--- src/rtl/iic_arbmod.sv ---
// iic_arbmod: round-robin arbiter sharing one I2C transfer engine between
// four client sequencers. A winning client's call is forwarded once the
// engine reports idle; its done pulse and read byte are routed back, and a
// watchdog aborts calls the engine never acknowledges.
//
// Handshake: a client holds its call bits until it sees its oDone bit and
// drops them on the following edge; toward the engine oCall is held until
// the matching iDone bit is sampled high (or the watchdog expires), and a
// new call is only issued while iTag reports the engine idle.
module iic_arbmod #(
   parameter int          NCLIENT = 4,
   parameter logic [15:0] TIMEOUT = 16'd50000
) (
   input  logic        CLOCK,
   input  logic        RESET,
   input  logic [7:0]  iCall,
   input  logic [31:0] iData,
   output logic [3:0]  oDone,
   output logic [3:0]  oErr,
   output logic [7:0]  oData,
   output logic [1:0]  oCall,
   output logic [7:0]  oIICData,
   input  logic [1:0]  iDone,
   input  logic [7:0]  iIICData,
   input  logic [1:0]  iTag,
   output logic [1:0]  oGrant,
   output logic        oBusy,
   output logic [2:0]  oState
);

   typedef enum logic [2:0] {
      IDLE     = 3'd0,
      WAIT_TAG = 3'd1,
      CALL     = 3'd2,
      DONE     = 3'd3,
      HOLD     = 3'd4
   } state_t;

   state_t      state_q, state_d;
   logic [1:0]  grant_q, grant_d;
   logic        wr_q, wr_d;        // latched operation: 1 = write, 0 = read
   logic [1:0]  call_q, call_d;
   logic [7:0]  wdata_q, wdata_d;
   logic [7:0]  rdata_q, rdata_d;
   logic [3:0]  done_q, done_d;
   logic [3:0]  err_q, err_d;
   logic [15:0] wdog_q, wdog_d;

   logic        found;
   logic [1:0]  idx;
   logic        matched;

   // Next-state and output computation for the grant/call/complete cycle
   always_comb begin
      state_d = state_q;
      grant_d = grant_q;
      wr_d    = wr_q;
      call_d  = call_q;
      wdata_d = wdata_q;
      rdata_d = rdata_q;
      done_d  = done_q;
      err_d   = err_q;
      wdog_d  = wdog_q;
      found   = 1'b0;
      idx     = 2'd0;
      matched = wr_q ? iDone[1] : iDone[0];

      case (state_q)
         IDLE: begin
            // Scan starts one past the last grant, so i = NCLIENT lands on
            // the last winner itself and it is considered last.
            for (int i = 1; i <= NCLIENT; i++) begin
               idx = grant_q + 2'(i);
               if (!found && (iCall[{idx, 1'b0} +: 2] != 2'b00)) begin
                  found   = 1'b1;
                  grant_d = idx;
                  wr_d    = iCall[{idx, 1'b1}];
                  wdata_d = iData[{idx, 3'b000} +: 8];
               end
            end
            if (found) state_d = WAIT_TAG;
         end
         WAIT_TAG: begin
            if (iTag == 2'b00) begin
               call_d  = wr_q ? 2'b10 : 2'b01;
               wdog_d  = 16'd0;
               state_d = CALL;
            end
         end
         CALL: begin
            if (matched) begin
               call_d          = 2'b00;
               if (!wr_q) rdata_d = iIICData;
               done_d          = 4'b0000;
               done_d[grant_q] = 1'b1;
               err_d           = 4'b0000;
               state_d         = DONE;
            end else if (wdog_q == TIMEOUT - 16'd1) begin
               call_d          = 2'b00;
               done_d          = 4'b0000;
               done_d[grant_q] = 1'b1;
               err_d           = 4'b0000;
               err_d[grant_q]  = 1'b1;
               state_d         = DONE;
            end else if (wdog_q != 16'hFFFF) begin
               wdog_d = wdog_q + 16'd1;
            end
         end
         DONE: begin
            done_d  = 4'b0000;
            err_d   = 4'b0000;
            state_d = HOLD;
         end
         HOLD: begin
            // Dead cycle lets the served client drop its call before a rescan
            state_d = IDLE;
         end
         default: state_d = IDLE;
      endcase
   end

   // State and datapath registers with synchronous reset
   always_ff @(posedge CLOCK) begin
      if (RESET) begin
         state_q <= IDLE;
         grant_q <= 2'd3;
         wr_q    <= 1'b0;
         call_q  <= 2'b00;
         wdata_q <= 8'h00;
         rdata_q <= 8'h00;
         done_q  <= 4'b0000;
         err_q   <= 4'b0000;
         wdog_q  <= 16'd0;
      end else begin
         state_q <= state_d;
         grant_q <= grant_d;
         wr_q    <= wr_d;
         call_q  <= call_d;
         wdata_q <= wdata_d;
         rdata_q <= rdata_d;
         done_q  <= done_d;
         err_q   <= err_d;
         wdog_q  <= wdog_d;
      end
   end

   assign oDone    = done_q;
   assign oErr     = err_q;
   assign oData    = rdata_q;
   assign oCall    = call_q;
   assign oIICData = wdata_q;
   assign oGrant   = grant_q;
   assign oBusy    = (state_q != IDLE);
   assign oState   = state_q;

endmodule

--- config.mk ---
export PLATFORM = sky130hd
export DESIGN_NAME = iic_arbmod
export DESIGN_NICKNAME = d
export VERILOG_FILES = /design/src/rtl/iic_arbmod.sv
export SDC_FILE = /design/constraint.sdc
export NUM_CORES = 1
export LEC_CHECK = 0
export ABC_CLOCK_PERIOD_IN_PS = 3400
export BUFFER_PORTS_ARGS = -buffer_cell sky130_fd_sc_hd__buf_2
export CORE_MARGIN = 2
export CORE_UTILIZATION = 46
export CTS_CLUSTER_DIAMETER = 150
export DETAILED_ROUTE_END_ITERATION = 10
export PLACE_DENSITY = 0.76
export SLEW_MARGIN = 30
export SYNTH_ARGS = -nofsm -noshare
export SYNTH_HDL_FRONTEND = slang
export SYNTH_SLANG_ARGS = --single-unit
--- constraint.sdc ---
create_clock -name CLOCK -period 3.4 [get_ports CLOCK]
set_input_delay 1.02 -clock CLOCK [delete_from_list [all_inputs] [get_ports CLOCK]]
set_output_delay 1.02 -clock CLOCK [all_outputs]
set_load 0.05 [all_outputs]
==> results.py, run 1 <==
metrics = {
    "final_layout": {
        "instances_no_fill": 470,
        "count_of_filler_cells_inserted_in_the_layout": 512,
        "fraction_of_final_layout_cells_sized_beyond_drive_strength_1_pct": 32.2,
        "synthToLayoutAreaGrowth_pct": 24.9,
        "most-common-layout-cells": "85 x sky130_fd_sc_hd__buf_2, 46 x sky130_fd_sc_hd__dfxtp_1, 32 x sky130_fd_sc_hd__mux2i_1, 30 x sky130_fd_sc_hd__nor2_1, 27 x sky130_fd_sc_hd__nand2_1",
        "nets": 454,
        "final_common_cell": "sky130_fd_sc_hd__buf_2",
        "antenna-diode-count": 0,
        "fin_area_sq_mm": 0.00344,
    },
    "logic_synthesis": {
        "synth_area_leader_cell": "sky130_fd_sc_hd__dfxtp_1",
        "ys_types": 49,
        "synth_sequential_area_ratio_pct": 34.9,
        "ys_seq_elements": 48,
        "synth_top_cells_by_area": "sky130_fd_sc_hd__dfxtp_1 35%, sky130_fd_sc_hd__mux2i_1 12%, sky130_fd_sc_hd__mux4_1 5.7%, sky130_fd_sc_hd__nor2_1 4.4%, sky130_fd_sc_hd__nand2_1 3.8%",
        "yosys.area.top_type_share_pct": 34.9,
        "syn_nets": 362,
        "post_synth_instance_area_sq_mm": 0.00275,
        "number_of_warnings_reported_in_the_yosys_synthesis_log": 0,
        "synth_cells": 302,
        "synth.avg_cell_area_sq_um": 9.11,
    },
    "timing": {
        "grt_setup_unrepaired": "no",
        "skew_ns": 0.0165,
        "final.hold.worst_slack_ns": 0.479,
        "report.final.setup_viol": 0,
        "report.final.hold_viol_count": 0,
        "max_freq_mhz": 328,
        "post-route-period-util_pct": 89.6,
        "period_needed_ns": 3.05,
        "finalWorstSetupSlack_ns": 0.354,
        "worst_slew_margin_rel_pct": 57.3,
        "worstMarginPinSlew_ns": 0.635,
        "timing_max_transition_violations_final": 0,
    },
    "global_route": {
        "groute.usage.overall_pct": 20.8,
        "first_global_vias": 2550,
        "grt_max_degree": 37,
        "antenna_violations_before_repair": 0,
        "final_global_route_overflow_total": 0,
        "grt_pass1_wl_microns": 11000,
    },
    "clock_tree": {
        "cts_resized": 0,
        "cts.clk_slew.worst_paths_ns": 0.10,
        "htree_levels": 2,
        "clock_path_buffers": 2,
        "clkLatencyLatePin_ns": 0.30,
        "clock_sinks": 48,
        "cts.root.buffer_cell": "sky130_fd_sc_hd__clkbuf_8",
        "tritoncts": "yes",
        "ctsHoldBuffers": 0,
        "cts_buffers": 5,
        "post-cts-setup-buffers": 0,
    },
    "critical_path": {
        "start_kind": "input port",
        "critical_path_required_ns": 3.58,
        "cp_data_arrival_time_ns": 3.22,
        "path_class": "input port to flip-flop",
        "endpoint_kind": "flip-flop",
        "critPathMaxFanout": 16,
    },
    "power": {
        "peak_vdd_ir_mv": 0.524,
        "netSwitchingPower_mw": 0.933,
        "combPwrFrac_pct": 55.7,
        "totalPowerFinal_mw": 2.26,
        "sequential_group_share_of_total_power_pct": 28.5,
        "power.share.clock_pct": 15.8,
        "leak_pwr_nw": 1.47,
        "power_internal_mw": 1.32,
        "power_density_relative_to_cell_area_mw_per_mm2": 656,
        "p_sw_share_pct": 41.4,
    },
    "placed_design": {
        "place.gp.congestion": 0.857,
        "buffer_ports.inserted": 85,
        "dpl.hpwl_microns": 5090,
        "place_inst": 462,
        "post-place-ws_ns": 0.00691,
        "post_dp_cell_area_sq_mm": 0.00334,
    },
    "route": {
        "postRouteWirelength_microns": 6670,
        "drcViolationCount": 0,
        "routed_wire_length_per_instance_microns": 14.2,
        "viasPerCell": 5.73,
        "route.vias.total": 2693,
        "drtAntennaViolNets": 0,
        "initialDrtViolationCount": 174,
        "drt_first_pass_iters": 5,
    },
    "floorplanning": {
        "core_region_area_sq_mm": 0.00585,
        "total_die_area_sq_mm": 0.00662,
        "initial_utilization_pct": 47.0,
        "die_y_microns": 81.4,
        "io_pins": 86,
        "rows": 28,
        "die_width_microns": 81.4,
    },
    "worst_hold_path": {
        "timing.hold.worst.class": "flip-flop to flip-flop",
    },
    "run_status": {
        "outcome": "complete, no violations",
    },
    "run": {
        "max_cap_viol_count": 0,
    },
}
## sequential cells by signal, summed over array words and instances (netlist names)
register	cells
oCall	2
oData	8
oDone	4
oErr	4
oGrant	2
oIICData	8
oState	3
wdog_q	16
wr_q	1
## routing by layer
layer  wire, microns  vias to the layer above  share of wire [%]  track usage, %
met5               0                        -                  0               0
met4              52                        0               0.78            4.58
met3             452                        6                6.8            5.22
met2            3270                       94                 49            35.7
met1            2890                     1279                 43            26.3
li1                -                     1314                  -               -
## cell usage after synthesis (all sizes together)
cell type and count:
dfxtp 48, nor2 35, mux2i 32, nand2 29, a21oi 14, inv 12
or3 11, a22oi 9, buf 8, mux4 8, nor3 8, o21ai 8
o221ai 8, or4 8, nor4 7, ha 6, o31ai 6, clkbuf 5
nand3 5, nand4 4, and3 3, nand2b 3, nor4b 3, or2 3
a31oi 2, and2 2, a2111oi 1, a211oi 1, a21o 1, a221oi 1
a2bb2oi 1, a311o 1, a41oi 1, mux2 1, nor2b 1, nor3b 1
o21a 1, o21bai 1, o22a 1, o2bb2ai 1, o311a 1
## worst max-delay path: stages
cell and delay (ns):
sky130_fd_sc_hd__buf_2 0.13, sky130_fd_sc_hd__mux4_2 0.49, sky130_fd_sc_hd__or2_0 0.29, sky130_fd_sc_hd__nand2_2 0.10, sky130_fd_sc_hd__ha_4 0.14, sky130_fd_sc_hd__nor2_2 0.04
sky130_fd_sc_hd__o2bb2ai_2 0.13, sky130_fd_sc_hd__a2111oi_4 0.34, sky130_fd_sc_hd__buf_12 0.21, sky130_fd_sc_hd__mux2i_1 0.22, sky130_fd_sc_hd__o221ai_1 0.11
## cell type report
type | count | area, sq um | share of cell area, %
inverter | 12 | 45.0 | 1.31
clock buffer | 6 | 82.6 | 2.40
tap | 75 | 93.8 | 2.73
multi-input combinational | 229 | 1700 | 49.5
sequential | 48 | 963 | 28.0
timing repair buffer | 98 | 536 | 15.6
clock inverter | 2 | 13.8 | 0.400
## power by group through the flow
stage	logic [mW]	clock network, mW	registers (mW)
floorplan	0.817	0	0.806
global placement	1.24	0	0.654
detailed placement	1.26	0	0.653
CTS	1.27	0.366	0.642
global route	1.35	0.386	0.647
finish	1.26	0.356	0.642
## final timing paths
path	startpoint	end	slack [ns]	cells after the start
hold reg to reg	oIICData[5]	oIICData[5]	0.48	2
hold / removal	oIICData[5]	oIICData[5]	0.48	2
setup / recovery	iCall[1]	oIICData[3]	0.35	11
setup reg to reg	oGrant[0]	oIICData[3]	0.44	12
## logic make-up after synthesis
logic type	after synthesis	share of synthesized area, %
simple gates	123	22.8
buf+inv	25	4.09
flops	48	34.9
mux	41	19.4
compound gates	59	16.1
fa+ha+maj	6	2.73
## through the flow
stage | utilization [%] | setup TNS (ns)
after floorplan | - | -0.241
after global placement | 57.1 | 0
after detailed placement | 57.1 | 0
after CTS | 58.7 | 0
after global routing | 58.7 | 0
final | 58.7 | 0
(Power assumes the default switching activity.)
==> run 2: changes to the inputs <==
--- a/config.mk
+++ b/config.mk
@@ -5,13 +5,13 @@
 export SDC_FILE = /design/constraint.sdc
 export NUM_CORES = 1
 export LEC_CHECK = 0
-export ABC_CLOCK_PERIOD_IN_PS = 3400
 export BUFFER_PORTS_ARGS = -buffer_cell sky130_fd_sc_hd__buf_2
 export CORE_MARGIN = 2
-export CORE_UTILIZATION = 46
+export CORE_UTILIZATION = 48
+export CTS_BUF_LIST = sky130_fd_sc_hd__clkbuf_4 sky130_fd_sc_hd__clkbuf_8
 export CTS_CLUSTER_DIAMETER = 150
 export DETAILED_ROUTE_END_ITERATION = 10
-export PLACE_DENSITY = 0.76
+export PLACE_DENSITY = 0.79
 export SLEW_MARGIN = 30
 export SYNTH_ARGS = -nofsm -noshare
 export SYNTH_HDL_FRONTEND = slang
==> results.py, run 2 (synthesis gave the netlist of run 1 again) <==
metrics = {
    "critical_path": {
        "crit_buf_inv": 2,
        "critPathMaxFanout": 8,
        "cp_data_arrival_time_ns": 3.31,
        "path_class": "input port to flip-flop",
        "endpoint_kind": "flip-flop",
        "critical_path_required_ns": 3.62,
        "cell_family_with_most_cp_delay": "simple AND/OR/NAND/NOR gates",
        "crit_chain": "buf_2, mux4_2, or2_0, buf_4, or4_1, o311a_1, a311o_4, o221ai_1",
        "cp_slowest_stage_delay_ns": 0.51,
        "start_kind": "input port",
        "cp_slowest_cell": "sky130_fd_sc_hd__or4_1",
    },
    "route": {
        "postRouteWirelength_microns": 6490,
        "drcViolationCount": 0,
        "drt_first_pass_iters": 4,
        "initialDrtViolationCount": 119,
        "viasPerCell": 5.63,
        "drtAntennaViolNets": 0,
        "route.vias.total": 2630,
        "routed_wire_length_per_instance_microns": 13.9,
    },
    "placed_design": {
        "place.gp.congestion": 0.864,
        "dpl.hpwl_microns": 4980,
        "buffer_ports.inserted": 85,
    },
    "run": {
        "max_cap_viol_count": 0,
    },
    "final_layout": {
        "antenna-diode-count": 0,
        "final_common_cell": "sky130_fd_sc_hd__buf_2",
        "most-common-layout-cells": "85 x sky130_fd_sc_hd__buf_2, 46 x sky130_fd_sc_hd__dfxtp_1, 32 x sky130_fd_sc_hd__mux2i_1, 30 x sky130_fd_sc_hd__nor2_1, 27 x sky130_fd_sc_hd__nand2_1",
        "synthToLayoutAreaGrowth_pct": 24.5,
        "largest-register": "wdog_q",
        "largest_register_ff_count": 16,
        "fraction_of_final_layout_cells_sized_beyond_drive_strength_1_pct": 32.2,
        "nets": 455,
    },
    "timing": {
        "report.final.hold_viol_count": 0,
        "report.final.setup_viol": 0,
        "worst_slew_margin_rel_pct": 55.5,
        "period_needed_ns": 3.09,
        "skew_ns": 0.00490,
        "max_freq_mhz": 324,
        "timing_max_transition_violations_final": 0,
        "grt_setup_unrepaired": "no",
        "post-route-period-util_pct": 90.8,
        "setup_total_negative_slack_ns": 0,
        "worstMarginPinSlew_ns": 0.661,
    },
    "power": {
        "leak_pwr_nw": 1.46,
        "netSwitchingPower_mw": 0.930,
        "power.share.clock_pct": 14.4,
        "p_sw_share_pct": 41.6,
        "totalPowerFinal_mw": 2.24,
        "power_internal_mw": 1.31,
        "peak_vdd_ir_mv": 0.555,
        "combPwrFrac_pct": 56.5,
        "power_density_relative_to_cell_area_mw_per_mm2": 653,
        "sequential_group_share_of_total_power_pct": 29.1,
    },
    "clock_tree": {
        "cts.root.buffer_cell": "sky130_fd_sc_hd__clkbuf_8",
        "cts.clk_slew.worst_paths_ns": 0.08,
        "tritoncts": "yes",
        "post-cts-setup-buffers": 0,
        "ctsHoldBuffers": 0,
        "clkLatencyLatePin_ns": 0.30,
        "cts_buffers": 5,
        "cts_resized": 0,
        "clock_path_buffers": 2,
        "htree_levels": 2,
        "clock_sinks": 48,
    },
    "global_route": {
        "grt_max_degree": 37,
        "groute.usage.overall_pct": 20.7,
        "antenna_violations_before_repair": 0,
        "final_global_route_overflow_total": 0,
        "grt_pass1_wl_microns": 10600,
        "first_global_vias": 2460,
    },
    "floorplanning": {
        "core_region_area_sq_mm": 0.00551,
        "initial_utilization_pct": 50.0,
        "io_pins": 86,
        "die_width_microns": 79.7,
        "die_y_microns": 79.7,
        "rows": 27,
        "total_die_area_sq_mm": 0.00636,
    },
    "run_status": {
        "outcome": "complete, no violations",
    },
    "worst_hold_path": {
        "timing.hold.worst.class": "flip-flop to flip-flop",
    },
}
-- run 2: cell type report --
class / count / area (sq um)
fillers: 469 / 2080
multi-input cells: 229 / 1700
flip-flops and latches: 48 / 963
repair buffers: 99 / 543
well taps: 72 / 90.1
clock buffers: 5 / 68.8
inverters: 12 / 45.0
clock inverters: 2 / 12.5
-- run 2: worst paths after layout --
path               start          end  slack (ns)  depth (start not counted)
min          oIICData[5]  oIICData[5]        0.47                          2
min reg2reg  oIICData[5]  oIICData[5]        0.47                          2
max             iCall[1]  oIICData[0]        0.31                          8
max reg2reg    oGrant[0]  oIICData[3]        0.32                         12
-- run 2: layer usage --
metal / global-route usage [%] / part of all wire (%) / up-vias / wire (microns)
li1: - / - / 1323 / -
met1: 23.7 / 42 / 1234 / 2730
met2: 37.1 / 52 / 59 / 3350
met3: 4.75 / 4.0 / 14 / 260
met4: 8.28 / 2.2 / 0 / 145
met5: 0 / 0 / - / 0
-- run 2: worst min-delay path, delay by kind of cell (launching register included) --
family	cells	cell delay (ns)
AOI/OAI and AO/OA	1	0.06
DFF	1	0.33
and+or+nand+nor	1	0.05
-- run 2: stage by stage --
stage                     cells  cell area, sq um  util [%]  setup slack (ns)  hold slack [ns]
after floorplan             302              2780         -           -0.0545            0.443
after global placement      460              3340      60.7            0.0482            0.439
after detailed placement    460              3340      60.7           -0.0166            0.447
after CTS                   467              3430      62.2             0.302            0.468
after global routing        467              3430      62.2             0.180            0.496
final                       467              3430      62.2             0.313            0.469
-- run 2: power by group through the flow --
stage	Combinational [mW]	Clock [mW]	Sequential, mW
3_3_place_gp	1.24	0	0.661
5_1_grt	1.35	0.356	0.657
6_report	1.26	0.323	0.651
4_1_cts	1.27	0.327	0.649
2_1_floorplan	0.817	0	0.806
3_5_place_dp	1.27	0	0.662
==> run 3: changes to the inputs <==
--- a/config.mk
+++ b/config.mk
@@ -6,12 +6,12 @@
 export NUM_CORES = 1
 export LEC_CHECK = 0
 export BUFFER_PORTS_ARGS = -buffer_cell sky130_fd_sc_hd__buf_2
+export CORE_ASPECT_RATIO = 1.25
 export CORE_MARGIN = 2
-export CORE_UTILIZATION = 48
+export CORE_UTILIZATION = 35
 export CTS_BUF_LIST = sky130_fd_sc_hd__clkbuf_4 sky130_fd_sc_hd__clkbuf_8
 export CTS_CLUSTER_DIAMETER = 150
 export DETAILED_ROUTE_END_ITERATION = 10
-export PLACE_DENSITY = 0.79
 export SLEW_MARGIN = 30
 export SYNTH_ARGS = -nofsm -noshare
 export SYNTH_HDL_FRONTEND = slang
==> constraint.sdc (replaced) <==
create_clock -name CLOCK -period 3.1 [get_ports CLOCK]
set_input_delay 0.93 -clock CLOCK [delete_from_list [all_inputs] [get_ports CLOCK]]
set_output_delay 0.93 -clock CLOCK [all_outputs]
set_load 0.05 [all_outputs]
==> results.py, run 3 (synthesis gave the netlist of run 1 again) <==
metrics = {
    "final_layout": {
        "fraction_of_final_layout_cells_sized_beyond_drive_strength_1_pct": 34.2,
        "final_common_cell": "sky130_fd_sc_hd__buf_2",
        "largest-register": "wdog_q",
        "instances_no_fill": 501,
        "most-common-layout-cells": "85 x sky130_fd_sc_hd__buf_2, 46 x sky130_fd_sc_hd__dfxtp_1, 32 x sky130_fd_sc_hd__mux2i_1, 30 x sky130_fd_sc_hd__nor2_1, 27 x sky130_fd_sc_hd__nand2_1",
        "antenna-diode-count": 0,
        "fin_area_sq_mm": 0.00356,
        "synthToLayoutAreaGrowth_pct": 29.2,
        "nets": 466,
        "largest_register_ff_count": 16,
    },
    "timing": {
        "max_freq_mhz": 335,
        "period_needed_ns": 2.98,
        "skew_ns": 0.00933,
        "worst_slew_margin_rel_pct": 52.9,
        "timing_max_transition_violations_final": 0,
        "grt_setup_unrepaired": "no",
        "post-route-period-util_pct": 96.3,
        "setup_total_negative_slack_ns": 0,
        "final.hold.worst_slack_ns": 0.469,
        "report.final.hold_viol_count": 0,
        "finalWorstSetupSlack_ns": 0.116,
        "report.final.setup_viol": 0,
        "worstMarginPinSlew_ns": 0.699,
    },
    "global_route": {
        "grt_max_degree": 37,
        "groute.usage.overall_pct": 15.8,
        "first_global_vias": 2377,
        "antenna_violations_before_repair": 0,
        "grt_pass1_wl_microns": 11200,
        "final_global_route_overflow_total": 0,
    },
    "placed_design": {
        "place_inst": 494,
        "buffer_ports.inserted": 85,
        "post_dp_cell_area_sq_mm": 0.00347,
        "dpl.hpwl_microns": 5470,
        "post-place-ws_ns": -0.204,
        "place.gp.congestion": 0.823,
    },
    "floorplanning": {
        "core_region_area_sq_mm": 0.00770,
        "rows": 36,
        "initial_utilization_pct": 35.7,
        "total_die_area_sq_mm": 0.00859,
        "die_width_microns": 83.3,
        "die_y_microns": 103,
        "io_pins": 86,
    },
    "critical_path": {
        "endpoint_kind": "flip-flop",
        "timing.rr.end": "oIICData[5]",
        "cp_slowest_stage_delay_ns": 0.51,
        "cp_slowest_cell": "sky130_fd_sc_hd__mux4_2",
        "start_kind": "input port",
        "worst_setup_sp": "iCall[4]",
        "path_class": "input port to flip-flop",
        "reg2reg_depth": 9,
        "critPathMaxFanout": 8,
        "crit-reg2reg-launch": "oGrant[1]",
        "cp_data_arrival_time_ns": 3.20,
        "reg2reg_slack_ns": 0.19,
        "crit_chain": "buf_2, mux4_2, buf_4, or2_2, or4_1, o311a_1, a311o_4, o221ai_1",
        "critical_path_required_ns": 3.32,
        "setup.worst_path.end": "oIICData[5]",
    },
    "clock_tree": {
        "htree_levels": 2,
        "clkLatencyLatePin_ns": 0.30,
        "clock_path_buffers": 2,
        "cts_buffers": 5,
        "tritoncts": "yes",
        "cts.clk_slew.worst_paths_ns": 0.09,
        "clock_sinks": 48,
        "cts.root.buffer_cell": "sky130_fd_sc_hd__clkbuf_8",
    },
    "route": {
        "postRouteWirelength_microns": 6930,
        "viasPerCell": 5.25,
        "drcViolationCount": 0,
        "drt_first_pass_iters": 5,
        "initialDrtViolationCount": 76,
        "routed_wire_length_per_instance_microns": 13.8,
        "route.vias.total": 2632,
        "drtAntennaViolNets": 0,
    },
    "run_status": {
        "outcome": "complete, no violations",
    },
    "power": {
        "leak_pwr_nw": 1.52,
        "netSwitchingPower_mw": 1.04,
        "peak_vdd_ir_mv": 0.540,
        "combPwrFrac_pct": 58.1,
        "power_density_relative_to_cell_area_mw_per_mm2": 712,
        "sequential_group_share_of_total_power_pct": 27.8,
        "power_internal_mw": 1.49,
        "p_sw_share_pct": 41.0,
        "power.share.clock_pct": 14.1,
    },
    "run": {
        "max_cap_viol_count": 0,
    },
    "worst_hold_path": {
        "timing.hold.worst.class": "flip-flop to flip-flop",
    },
}
-- run 3: what timing repair did --
action / 4_1_cts / 5_1_grt
buffers inserted: 0 / 0
endpoints found under the setup margin: 0 / 4
endpoints found under the hold margin: 0 / 0
gates resized for setup: 0 / 1
hold buffers: 0 / 0
-- run 3: metrics by stage --
step	utilization (%)	power [mW]
finish	46.2	2.53
detailed placement	45.1	2.20
global route	46.2	2.69
CTS	46.2	2.56
global placement	45.1	2.18
floorplan	-	1.78
-- run 3: worst max-delay path: cells and delay by family --
family / cells / cell delay, ns
mux: 1 / 0.51
compound gates: 3 / 0.74
simple gates: 2 / 0.74
buf+inv: 2 / 0.28
-- run 3: final cells by class --
class,count,area (sq um)
clock buffer,5,68.8
clock inverter,2,12.5
fill,779,4150
inverter,12,45.0
multi-input combinational,229,1710
sequential,48,968
tap,95,119
timing repair buffer,110,638
-- run 3: how the worst min path moves through the flow --
stage                           start          end  cells after the start
final                     oIICData[4]  oIICData[4]                      2
after global routing      oIICData[2]  oIICData[2]                      2
after CTS                 oIICData[2]  oIICData[2]                      2
after detailed placement  oIICData[3]  oIICData[3]                      2
after global placement    oIICData[2]  oIICData[2]                      2
after floorplan            wdog_q[15]   wdog_q[15]                      2
-- run 3: power by group through the flow --
stage	Combinational [mW]	Sequential, mW	Clock (mW)
6_report	1.47	0.705	0.357
5_1_grt	1.58	0.713	0.394
4_1_cts	1.48	0.705	0.374
3_5_place_dp	1.48	0.718	0
3_3_place_gp	1.46	0.717	0
2_1_floorplan	0.896	0.888	0
-- run 3: per-layer routing --
layer  GRT usage [%]  vias to the layer above  wire, microns
met4            5.17                        0             93
met5               0                        -              0
met2            29.5                       56           3680
li1                -                     1342              -
met1            18.5                     1226           2850
met3            2.56                        8            314
